--- config.mk ---
export PLATFORM = sky130hd
export DESIGN_NAME = spi_slave
export DESIGN_NICKNAME = d
export VERILOG_FILES = /design/src/rtl/spi_pkg.sv /design/src/rtl/sync_cell.sv /design/src/rtl/spi_slave.sv
export SDC_FILE = /design/constraint.sdc
export NUM_CORES = 1
export LEC_CHECK = 0
export CAP_MARGIN = 40
export CORE_MARGIN = 2
export CORE_UTILIZATION = 35
export CTS_CLUSTER_SIZE = 40
export DETAILED_ROUTE_END_ITERATION = 8
export GPL_TIMING_DRIVEN = 0
export PLACE_DENSITY = 0.58
export SETUP_SLACK_MARGIN = 0.02
export SLEW_MARGIN = 20
export SYNTH_ARGS = -nofsm -noshare
export SYNTH_HDL_FRONTEND = slang
export SYNTH_SLANG_ARGS = --single-unit
--- constraint.sdc ---
create_clock -name clk -period 1.6 [get_ports clk]
set_input_delay 0.24 -clock clk [delete_from_list [all_inputs] [get_ports clk]]
set_output_delay 0.24 -clock clk [all_outputs]
set_load 0.005 [all_outputs]
--- src/rtl/spi_pkg.sv ---
// Shared SPI definitions: mode encoding, sample-edge helper and default idle fill.
package spi_pkg;

  typedef struct packed {
    logic cpol;
    logic cpha;
  } spi_mode_t;

  // Bit value replicated across the frame width when the transmit stream runs dry.
  localparam logic IDLE_FILL_BIT = 1'b1;

  // Data is sampled on the rising sclk edge when CPOL and CPHA agree.
  function automatic logic sample_on_rise(input spi_mode_t m);
    return ~(m.cpol ^ m.cpha);
  endfunction

endpackage

--- src/rtl/sync_cell.sv ---
// Multi-flop synchroniser for one asynchronous pin, with a configurable reset value.
module sync_cell #(
  parameter int   STAGES  = 2,
  parameter logic RST_VAL = 1'b0
) (
  input  logic clk,
  input  logic rstn,
  input  logic d,
  output logic q
);

  logic [STAGES-1:0] ff;

  always_ff @(posedge clk) begin
    if (!rstn) begin
      ff <= {STAGES{RST_VAL}};
    end else begin
      ff <= {ff[STAGES-2:0], d};
    end
  end

  assign q = ff[STAGES-1];

endmodule

--- src/rtl/spi_slave.sv ---
// Oversampled SPI target: pins are synchronised into clk, frames are deserialised
// into a valid/ready rx stream and a valid/ready tx stream is serialised onto miso.
module spi_slave
  import spi_pkg::*;
#(
  parameter int              DW          = 8,
  parameter int              SYNC_STAGES = 2,
  parameter logic [DW-1:0]   IDLE_FILL   = {DW{IDLE_FILL_BIT}}
) (
  input  logic          clk,
  input  logic          rstn,
  input  logic [1:0]    cfg_mode,
  input  logic          sclk,
  input  logic          nss,
  input  logic          mosi,
  output logic          miso,
  output logic          miso_oe,
  output logic [DW-1:0] rx_data,
  output logic          rx_valid,
  input  logic          rx_ready,
  input  logic [DW-1:0] tx_data,
  input  logic          tx_valid,
  output logic          tx_ready,
  output logic          rx_overrun,
  output logic          tx_underrun,
  output logic          frame_abort,
  output logic          busy
);

  localparam int CW = $clog2(DW);

  logic          s_sclk, s_nss, s_mosi;
  logic          sclk_q, nss_q;
  spi_mode_t     mode_q, cfg_m;
  logic [CW-1:0] bit_cnt;
  logic [DW-2:0] rx_shift;
  logic [DW-1:0] rx_next, tx_shift;
  logic          nss_fall, nss_rise, sclk_rise, sclk_fall, in_frame;
  logic          sample_edge, shift_edge, byte_done, load_now, rx_free;

  sync_cell #(.STAGES(SYNC_STAGES), .RST_VAL(1'b0)) u_sync_sclk (
    .clk(clk), .rstn(rstn), .d(sclk), .q(s_sclk)
  );
  sync_cell #(.STAGES(SYNC_STAGES), .RST_VAL(1'b1)) u_sync_nss (
    .clk(clk), .rstn(rstn), .d(nss), .q(s_nss)
  );
  sync_cell #(.STAGES(SYNC_STAGES), .RST_VAL(1'b0)) u_sync_mosi (
    .clk(clk), .rstn(rstn), .d(mosi), .q(s_mosi)
  );

  assign cfg_m     = spi_mode_t'(cfg_mode);
  assign nss_fall  = nss_q & ~s_nss;
  assign nss_rise  = ~nss_q & s_nss;
  assign sclk_rise = s_sclk & ~sclk_q;
  assign sclk_fall = ~s_sclk & sclk_q;
  // The frame-start cycle itself carries no sclk event; edges count only once settled low.
  assign in_frame  = ~s_nss & ~nss_q;

  assign sample_edge = in_frame & (sample_on_rise(mode_q) ? sclk_rise : sclk_fall);
  assign shift_edge  = in_frame & (sample_on_rise(mode_q) ? sclk_fall : sclk_rise);
  assign byte_done   = sample_edge & (bit_cnt == CW'(DW-1));
  assign load_now    = (nss_fall & ~cfg_m.cpha) | (shift_edge & (bit_cnt == '0));
  assign rx_next     = {rx_shift, s_mosi};

  // Handshakes: a word transfers on any clk edge where valid and ready are both high.
  // rx_valid holds rx_data stable until accepted; tx_ready is high only in the single
  // cycle a load takes place, so tx_data is consumed exactly when tx_valid&tx_ready.
  assign rx_free     = ~rx_valid | rx_ready;
  assign tx_ready    = rstn & load_now & tx_valid;
  assign tx_underrun = rstn & load_now & ~tx_valid;
  assign rx_overrun  = rstn & byte_done & ~rx_free;
  assign frame_abort = rstn & nss_rise & (bit_cnt != '0);

  assign busy    = ~s_nss;
  assign miso_oe = busy;
  assign miso    = busy ? tx_shift[DW-1] : 1'b1;

  always_ff @(posedge clk) begin
    if (!rstn) begin
      sclk_q   <= 1'b0;
      nss_q    <= 1'b1;
      mode_q   <= '0;
      bit_cnt  <= '0;
      rx_shift <= '0;
      tx_shift <= '0;
      rx_data  <= '0;
      rx_valid <= 1'b0;
    end else begin
      sclk_q <= s_sclk;
      nss_q  <= s_nss;

      if (nss_fall) begin
        mode_q  <= cfg_m;
        bit_cnt <= '0;
      end else if (nss_rise) begin
        bit_cnt <= '0;
      end else if (sample_edge) begin
        rx_shift <= rx_next[DW-2:0];
        bit_cnt  <= byte_done ? '0 : bit_cnt + CW'(1);
      end

      if (load_now) begin
        tx_shift <= tx_valid ? tx_data : IDLE_FILL;
      end else if (shift_edge) begin
        tx_shift <= {tx_shift[DW-2:0], 1'b0};
      end

      if (byte_done && rx_free) begin
        rx_data  <= rx_next;
        rx_valid <= 1'b1;
      end else if (rx_valid && rx_ready) begin
        rx_valid <= 1'b0;
      end
    end
  end

endmodule
==> impl_metrics.ini <==
[status]
status = finished, violations left
violations = negative setup slack

[logic_synthesis]
synth.avg_cell_area_um2 = 9.55
synth_cells = 171
synth_top_flop_cell = dfxtp_1
ys_async_sr_fraction_pct = 0
synth_edf_count = 0
synth_nets = 194
ys_seq_area_share_pct = 45.4
synth_warnings = 0
ys_ff_latch = 37
synth.distinct_cells = 28
netlist_area_um2 = 1630

[routing]
vias_per_cell = 4.99
antenna_left = 0
drtIter0Drc = 123
route.detailed.drc = 0
vias = 1407
drtPass1Iterations = 4
wl_per_cell_um = 14.2
drt-total-wl_mm = 4.00

[min_path]
hold_path_depth = 2
hold_start = rstn
hp-class = in -> reg
holdPathEnd = u_sync_nss.ff[1]$_SDFF_PN1_

[setup_path]
rr_startpoint = u_sync_nss.ff[1]$_SDFF_PN1_
arrival_ns = 1.77
reg2reg_depth = 9
crit_slowest_cell = dfxtp_2
rr_endpoint = rx_data[3]$_SDFFE_PN0P_
path_cells = inv_4 > ha_4 > nand3b_1 > mux2i_4 > nor2_4 > buf_6 > nor4b_4 > buf_2
critical_path.max_fanout = 4
end_kind = primary output
slowest_delay_ns = 0.34
worstSetupStartpointType = flip-flop
crit_required_ns = 1.36
criticalPathCategory = reg -> out
r2r_slack_ns = -0.18

[floorplan]
fp-row-count = 24
die_w_um = 72.3
initial_core_util_pct = 37.0
ioPinCount = 33
die-height_um = 72.3
die-area_um2 = 5230
coreArea_um2 = 4410

[power]
vdd_drop_max_mv = 0.512
powerDensity_nw_per_um2 = 791
leakage_uw = 0.00108

[place]
dpl.hpwl_mm = 2.52
portBuffers = 30
pre_cts_slack_ns = -0.643
gp_congestion = 0.725

[global_route]
grt-busiest-layer = met2
gr-usage-met3_pct = 4.58
grt_usage_pct = 16.2
antenna_found_initial = 0
grt_first_pass_wirelength_mm = 6.56
grtUsageMet1_pct = 20.2
grt_max_degree = 12
gr-total-overflow = 0
grt_pass1_vias = 1428
met2_usage_pct = 27.0

[sta]
final_max_slew_viol_count = 0
post-route-period-util_pct = 126
holdWs_ns = 0.254
rsz0062_at_grt = true
fmax_mhz = 497
setup_viol = 28
fin_crit_ns = 2.01
finalClockSkew_ns = 0.00796
worst_slew_pin_slew_ns = 0.560
max_slew_margin_pct = 62.7
hold_viol = 0
fin_ws_ns = -0.411
finalSetupTns_ns = -3.86

[cts]
cts_buffer_depth = 2
clock_sinks = 37
clk_pin_slew_ns = 0.08
tritoncts = done
htree_num_levels = 2
clkLatencyLatePin_ns = 0.29
clockRootBuffer = clkbuf_8
numCtsBuffers = 5
cts_hold_buf = 0

[layout]
syn_to_final_growth_pct = 51.0
drive_gt1_share_pct = 30.0
layout.nets = 252
insertedDiodeCount = 0

[run]
maxCapViolCount = 0
==> worst max-delay path by stage <==
stage                                 from     endpoint  cells past startpoint
3_5_place_dp        mode_q[0]$_SDFFE_PN0P_     tx_ready                      5
6_report       u_sync_nss.ff[1]$_SDFF_PN1_  tx_underrun                      8
2_1_floorplan      bit_cnt[0]$_SDFFE_PP0P_     tx_ready                      7
5_1_grt        u_sync_nss.ff[1]$_SDFF_PN1_  tx_underrun                      8
3_3_place_gp                   cfg_mode[0]  tx_underrun                      7
4_1_cts        u_sync_nss.ff[1]$_SDFF_PN1_  tx_underrun                      8
==> flip-flops by register name, summed over array words and instances, names as in the netlist <==
signal	count
rx_shift	7
u_sync_sclk.ff	2
u_sync_mosi.ff	2
tx_shift	8
sclk_q	1
rx_data	8
rx_valid	1
mode_q	2
nss_q	1
u_sync_nss.ff	2
bit_cnt	3
==> area by class of cell <==
| cell class | instances | area, um^2 |
|---|---|---|
| flip-flops and latches | 37 | 748 |
| clock buffers | 7 | 86.3 |
| multi-input cells | 110 | 930 |
| inverters | 12 | 47.5 |
| repair buffers | 53 | 482 |
| plain buffers | 10 | 76.3 |
| well taps | 52 | 65.1 |
| fillers | 381 | 1950 |
| clock inverters | 1 | 30.0 |
==> synthesized netlist by cell type (all sizes together), types with 5 or more instances <==
master  count  area share (%)
inv        12             2.8
nand2      20             4.6
nand2b      5             1.9
dfxtp      37              45
and2        5             1.9
ha          6             4.6
nor3        8             2.5
or3         8             3.1
nor2        7             2.1
a31oi       7             2.7
clkbuf      7             1.6
buf         5             2.2
o211a       7             4.3
mux2i      22              14
==> routing by layer <==
metal	routed length [um]	vias up	part of all wire, %
met5	0	-	0
li1	-	692	-
met1	1830	679	46
met2	1960	31	49
met4	45	0	1.1
met3	165	5	4.1
==> critical path, delay by kind of cell (launching register included) <==
kind                       cells  cell delay [ns]
DFF                            1             0.34
buffers and inverters          3             0.35
and+or+nand+nor                3             0.41
muxes                          1             0.23
adders and majority gates      1             0.13
==> cell usage in the layout (no fill, tap or decap), drive strengths merged, types with 2 or more instances in the layout <==
cell	n
dfxtp	37
buf	33
clkdlybuf4s50	23
mux2i	22
nand2	20
clkbuf	13
inv	12
or3	8
nor3	8
o211a	7
nor2	7
a31oi	7
ha	6
and2	5
nand2b	5
nor2b	3
nand3b	3
a21oi	2
or2	2
==> where the power goes <==
group / switching [uW] / leakage, uW / total [uW] / internal (uW)
Clock: 337 / 0.0000585 / 845 / 508
Sequential: 9.96 / 0.000301 / 948 / 938
Combinational: 68.5 / 0.000724 / 157 / 88.6
Total: 415 / 0.00108 / 1950 / 1540
==> kinds of logic after synthesis <==
kind of cell             count (synthesis)  synth area share [%]
AO/OA/AOI/OAI                           16                  7.59
AND/OR/NAND/NOR                         65                  21.1
multiplexers                            22                  13.7
flip-flops                              37                  45.4
XOR/XNOR                                 1                 0.996
buffers and inverters                   24                  6.59
adder cells (fa/ha/maj)                  6                  4.60
==> timing repair <==
action,4_1_cts,5_1_grt
cloned,1,0
buffers inserted,17,6
pin swaps,15,10
hold endpoints to repair,0,0
gates resized for setup,43,17
setup endpoints to repair,27,33
==> per-stage QoR <==
step,instances,total power [uW],cell area (um^2),utilization (%)
2_1_floorplan,171,1040,1690,-
3_3_place_gp,253,1100,2050,46.5
3_5_place_dp,253,1100,2050,46.5
4_1_cts,278,1960,2370,53.7
5_1_grt,282,2020,2460,55.8
6_report,282,1950,2460,55.8
No activity file was read; power rests on OpenSTA's default activity.
